**src/rtl/led_pkg.sv**
```systemverilog
// Shared definitions for the LED pattern generator: channel modes, breathe FSM
// states, duty width and the half-period clamp.
package led_pkg;

    localparam int DUTY_W = 8;

    typedef enum logic [1:0] {
        MODE_OFF     = 2'b00,
        MODE_ON      = 2'b01,
        MODE_BLINK   = 2'b10,
        MODE_BREATHE = 2'b11
    } led_mode_e;

    typedef enum logic {
        BR_UP   = 1'b0,
        BR_DOWN = 1'b1
    } breathe_state_e;

    // A half-period of zero behaves exactly like one.
    function automatic logic [15:0] eff_half_period(input logic [15:0] hp);
        return (hp == 16'd0) ? 16'd1 : hp;
    endfunction

endpackage

```
**src/rtl/led_tick_gen.sv**
```systemverilog
// Timebase prescaler: counts 0..DIV-1 and flags the last count as a one-cycle tick.
module led_tick_gen #(
    parameter int CLK_HZ  = 50_000_000,
    parameter int TICK_HZ = 1_000
) (
    input  logic sys_clk50m,
    input  logic sys_rst_n,
    output logic tick
);

    localparam int DIV   = CLK_HZ / TICK_HZ;
    localparam int CNT_W = $clog2(DIV);
    localparam logic [CNT_W-1:0] LAST = CNT_W'(DIV - 1);

    logic [CNT_W-1:0] cnt_q;
    logic [CNT_W-1:0] cnt_d;

    always_comb begin
        // NOTE: assign a default before any branch so no path leaves cnt_d unassigned (no latch).
        cnt_d = cnt_q + CNT_W'(1);
        if (cnt_q == LAST) begin
            cnt_d = '0;
        end
    end

    // NOTE: async active-low reset in the sensitivity list; flops update with <= so all
    // registers sample pre-edge values instead of chaining through one another.
    always_ff @(posedge sys_clk50m or negedge sys_rst_n) begin
        if (!sys_rst_n) begin
            cnt_q <= '0;
        end else begin
            cnt_q <= cnt_d;
        end
    end

    assign tick = (cnt_q == LAST);

endmodule

```
**src/rtl/led_pattern_gen.sv**
```systemverilog
// Multi-channel LED driver: OFF / ON / complementary BLINK / PWM BREATHE, all
// channels sharing one free-running timebase so mode switches stay phase-aligned.
module led_pattern_gen
    import led_pkg::*;
#(
    parameter int CLK_HZ     = 50_000_000,
    parameter int TICK_HZ    = 1_000,
    parameter int N_LED      = 2,
    parameter int ACTIVE_LOW = 0
) (
    input  logic                 sys_clk50m,
    input  logic                 sys_rst_n,
    input  logic [2*N_LED-1:0]   mode,
    input  logic [15:0]          half_period,
    output logic [N_LED-1:0]     led,
    output logic                 tick,
    output logic                 phase
);

    localparam logic AL = (ACTIVE_LOW != 0);

    logic [15:0]       pcnt_q, pcnt_d;
    logic              phase_q, phase_d;
    logic [15:0]       hp_lim;
    logic [DUTY_W-1:0] pwm_cnt_q, pwm_cnt_d;
    logic [DUTY_W-1:0] duty_q;
    breathe_state_e    state_q;
    logic [N_LED-1:0]  led_q, led_d;

    led_tick_gen #(
        .CLK_HZ  (CLK_HZ),
        .TICK_HZ (TICK_HZ)
    ) u_tick_gen (
        .sys_clk50m (sys_clk50m),
        .sys_rst_n  (sys_rst_n),
        .tick       (tick)
    );

    assign hp_lim = eff_half_period(half_period);

    // Compare with >= so a count left above a freshly lowered limit wraps on the next tick.
    always_comb begin
        pcnt_d  = pcnt_q;
        phase_d = phase_q;
        if (tick) begin
            if (pcnt_q >= hp_lim - 16'd1) begin
                pcnt_d  = 16'd0;
                phase_d = ~phase_q;
            end else begin
                pcnt_d = pcnt_q + 16'd1;
            end
        end
    end

    assign pwm_cnt_d = pwm_cnt_q + DUTY_W'(1);

    always_ff @(posedge sys_clk50m or negedge sys_rst_n) begin
        if (!sys_rst_n) begin
            pcnt_q    <= 16'd0;
            phase_q   <= 1'b0;
            pwm_cnt_q <= '0;
        end else begin
            pcnt_q    <= pcnt_d;
            phase_q   <= phase_d;
            pwm_cnt_q <= pwm_cnt_d;
        end
    end

    // Triangle ramp; endpoints reverse immediately rather than being held for a tick.
    always_ff @(posedge sys_clk50m or negedge sys_rst_n) begin
        if (!sys_rst_n) begin
            state_q <= BR_UP;
            duty_q  <= '0;
        end else if (tick) begin
            unique case (state_q)
                BR_UP: begin
                    if (duty_q == '1) begin
                        state_q <= BR_DOWN;
                        duty_q  <= duty_q - DUTY_W'(1);
                    end else begin
                        duty_q  <= duty_q + DUTY_W'(1);
                    end
                end
                BR_DOWN: begin
                    if (duty_q == '0) begin
                        state_q <= BR_UP;
                        duty_q  <= DUTY_W'(1);
                    end else begin
                        duty_q  <= duty_q - DUTY_W'(1);
                    end
                end
            endcase
        end
    end

    always_comb begin
        led_d = '0;
        for (int i = 0; i < N_LED; i++) begin
            logic lv;
            lv = 1'b0;
            unique case (led_mode_e'(mode[2*i +: 2]))
                MODE_OFF:     lv = 1'b0;
                MODE_ON:      lv = 1'b1;
                MODE_BLINK:   lv = (i % 2 == 0) ? ~phase_q : phase_q;
                MODE_BREATHE: lv = (pwm_cnt_q < duty_q);
            endcase
            led_d[i] = lv ^ AL;
        end
    end

    always_ff @(posedge sys_clk50m or negedge sys_rst_n) begin
        if (!sys_rst_n) begin
            led_q <= {N_LED{AL}};
        end else begin
            led_q <= led_d;
        end
    end

    assign led   = led_q;
    assign phase = phase_q;

endmodule

```
**config.mk**
```make
export PLATFORM = sky130hd
export DESIGN_NAME = led_pattern_gen
export DESIGN_NICKNAME = d
export VERILOG_FILES = /design/src/rtl/led_pkg.sv /design/src/rtl/led_tick_gen.sv /design/src/rtl/led_pattern_gen.sv
export SDC_FILE = /design/constraint.sdc
export NUM_CORES = 1
export LEC_CHECK = 0
export CORE_MARGIN = 4
export CORE_UTILIZATION = 60
export CTS_BUF_LIST = sky130_fd_sc_hd__clkbuf_8
export DETAILED_ROUTE_END_ITERATION = 8
export HOLD_SLACK_MARGIN = 0.1
export PLACE_DENSITY = 0.82
export SLEW_MARGIN = 5
export SYNTH_ARGS = -nofsm -noshare
export SYNTH_HDL_FRONTEND = slang
export SYNTH_SLANG_ARGS = --single-unit
```
**constraint.sdc**
```tcl
create_clock -name sys_clk50m -period 2.75 [get_ports sys_clk50m]
set_input_delay 0.55 -clock sys_clk50m [delete_from_list [all_inputs] [get_ports sys_clk50m]]
set_output_delay 0.55 -clock sys_clk50m [all_outputs]
set_load 0.01 [all_outputs]
```
==> impl_metrics.yaml <==
outcome:
  status: "finished, violations left"
  violations: "setup timing"
pwr:
  ir_drop_mv: 0.308
  internal_power_uw: 1020
  power_uw: 1370
  pwr-share-comb: 0.110
  switchingPower_uw: 346
  seq_power_share: 0.560
  p_sw_frac: 0.253
  p_clk_frac: 0.330
  pwr_density_cell_mw_per_mm2: 323
  p_leak_uw: 0.00187
placement:
  numPortBuffers: 25
  place_congestion: 0.877
  post_dp_cell_area_mm2: 0.00407
  place_inst: 500
  dp_hpwl_um: 5790
critical_path:
  start_kind: "input pin"
  critPathBufInv: 2
  path_class: "in2reg"
  endpoint_kind: "flop"
  critPathMaxFanout: 7
  cp.arrival_ns: 3.54
  cp_slowest_cell: "or4_4"
  crit_chain: "buf_6 > or4_4 > nor2_4 > a31oi_4 > ha_4 > nor3b_4 > nand2_1 > xor2_1 > ha_1 > nand4_1 > nor4_4 > a32oi_2 > buf_6 > a31oi_1 > o22ai_1"
  crit_family: "simple AND/OR/NAND/NOR gates"
  worstPathRequired_ns: 2.95
  cp_common_cell: "buf_6"
  max_stage_delay_ns: 0.53
logic_synthesis:
  synth_area_mm2: 0.00353
  synth_edf_count: 0
  synthAdderAreaFrac: 0.103
  synth-simple-area-share: 0.248
  ys_types: 59
  muxShareOfSynthArea: 0.00567
  yosys_most_used_dff: "dfrtp_1"
  synthXorXnorAreaFrac: 0.107
  yosysWarnings: 0
  syn_avg_cell_area_um2: 9.24
  syn_nets: 433
  synth-seq-area-share: 0.369
  synthArstFlopShare: 1.00
  synth_compound_area_frac: 0.126
  ys_ff_latch: 52
  synthCells: 382
  synth_top_family_by_area: "simple AND/OR/NAND/NOR gates"
routing:
  first_iter_violations: 185
  drc: 0
  dr.pass1.iters: 4
  wire_per_inst_um: 15.1
  via_per_inst: 5.89
  postRouteAntennaNets: 0
  vias: 3012
  drt-total-wl_um: 7730
sta:
  max_clock_freq_ghz: 0.299
  finalCritPeriodShare: 1.22
  clock_skew_ns: 0.00558
  setup_viol: 17
  setup_slack_ns: -0.594
  slew_viol_final: 0
  rsz0062_at_grt: "yes"
  hold_violations: 0
  maxSlewHeadroom: 0.575
  worst_pin_slew_ns: 0.637
  period_minus_slack_ns: 3.34
hold_path:
  hold_path.class: "in2async"
die:
  core_area_mm2: 0.00561
  fp.dieH_um: 84.7
  ios: 26
  dieWidth_um: 84.7
  rows: 27
  die_area_mm2: 0.00718
  start_util: 0.630
final_layout:
  area_growth_pct: 20.2
  seqCellArea_mm2: 0.00130
  final_nets: 489
  instances_no_fill: 511
  design_area_mm2: 0.00424
  fillers: 394
  multi_input_area_mm2: 0.00219
  diodes: 0
  drive_gt1_frac: 0.198
global_routing:
  grtUsageMet3: 0.0550
  first_global_vias: 2962
  gr-max-usage-layer: "met2"
  grt_pass1_wl_um: 13000
  grt_use_met2: 0.367
  met1_usage: 0.279
  overflow: 0
  grt_antenna_before_repair: 0
  grt_use_total: 0.219
  grt_start_max_net_pins: 53
cts:
  cts_tree: "built"
  clk_pin_slew_ns: 0.10
  cts_sinks: 52
  hold_buffers: 0
  cts_root_buffer: "clkbuf_8"
  cts_buffers: 5
  clockBufferDepth: 2
  clock_latency_ns: 0.32
  htreeDepth: 2
run:
  max_cap_violations: 0
[area by class of cell]
type,instances,share of cell area
clock buffers,5,0.0162
clock inverters,3,0.00501
inverters,23,0.0203
multi-input cells,297,0.516
flip-flops and latches,52,0.307
well taps,72,0.0212
repair buffers,59,0.115
[power by group through the flow]
stage | clock network [uW] | logic, uW | registers [uW]
floorplan | 0 | 51.6 | 783
global placement | 0 | 142 | 781
detailed placement | 0 | 148 | 781
CTS | 460 | 142 | 766
global route | 495 | 167 | 767
finish | 452 | 151 | 766
[logic make-up after synthesis]
| family | after synthesis |
|---|---|
| flops | 52 |
| fa+ha+maj | 29 |
| buf+inv | 33 |
| simple gates | 156 |
| xor+xnor | 43 |
| compound gates | 67 |
| mux | 2 |
[routing by layer]
metal,share of wire,up-vias,wire [um]
met5,0,-,0
met4,0.0091,0,70
met1,0.44,1462,3380
met3,0.045,10,346
met2,0.51,65,3930
li1,-,1475,-
[cell usage after synthesis, types with 11 or more instances]
| library cell | number | area share |
|---|---|---|
| a21oi_1 | 17 | 0.024 |
| dfrtp_1 | 52 | 0.37 |
| ha_1 | 29 | 0.10 |
| inv_1 | 23 | 0.024 |
| nand2_1 | 25 | 0.027 |
| nand3_1 | 23 | 0.033 |
| nand4_1 | 11 | 0.019 |
| nor2_1 | 38 | 0.040 |
| nor3_1 | 14 | 0.020 |
| o21ai_0 | 14 | 0.020 |
| xnor2_1 | 20 | 0.050 |
| xor2_1 | 23 | 0.057 |
[state kept, by name, indices dropped and copies added, names as in the netlist]
register and cells:
pcnt_q 16, u_tick_gen.cnt_q 16, duty_q 8, pwm_cnt_q 8, led 2, phase 1
state_q 1
[placed cells by master, fill, tap and decap left out, drive strengths merged, types with 4 or more instances in the layout]
master,count
nand2,25
or4,4
clkbuf,6
inv,24
nor2,40
o21ai,18
nand4,12
nand2b,8
dfrtp,52
a31oi,7
clkdlybuf4s50,8
nor3,14
nor4,7
dlygate4sd2,4
and3,8
xor2,23
nand3,23
xnor2,20
a21oi,18
buf,43
ha,29
[timing repair]
item | in CTS | in global routing
setup endpoints to repair | 17 | 17
gates resized for setup | 46 | 18
pin swaps | 17 | 19
setup buffers | 2 | 1
[per-stage QoR]
stage | hold slack (ns) | setup WS [ns] | util | TNS [ns]
floorplan | 0.254 | -0.569 | - | -8.87
global placement | 0.466 | -0.994 | 0.725 | -16.49
detailed placement | 0.476 | -1.21 | 0.725 | -19.57
CTS | 0.344 | -0.505 | 0.739 | -7.69
global route | 0.374 | -0.763 | 0.757 | -10.95
finish | 0.334 | -0.594 | 0.757 | -8.74
[worst paths after layout]
kind / to / slack (ns) / startpoint / depth (start not counted)
max in group asynchronous: u_tick_gen.cnt_q[4] / 2.00 / sys_rst_n / 2
max reg2reg: pcnt_q[3] / 0.52 / pcnt_q[0] / 8
max: pcnt_q[3] / -0.59 / half_period[13] / 15
min in group sys_clk50m: pwm_cnt_q[0] / 0.49 / pwm_cnt_q[0] / 1
min reg2reg: pwm_cnt_q[0] / 0.49 / pwm_cnt_q[0] / 1
min: pwm_cnt_q[2] / 0.33 / sys_rst_n / 2
Note: power is estimated with default switching activity, not from simulation.
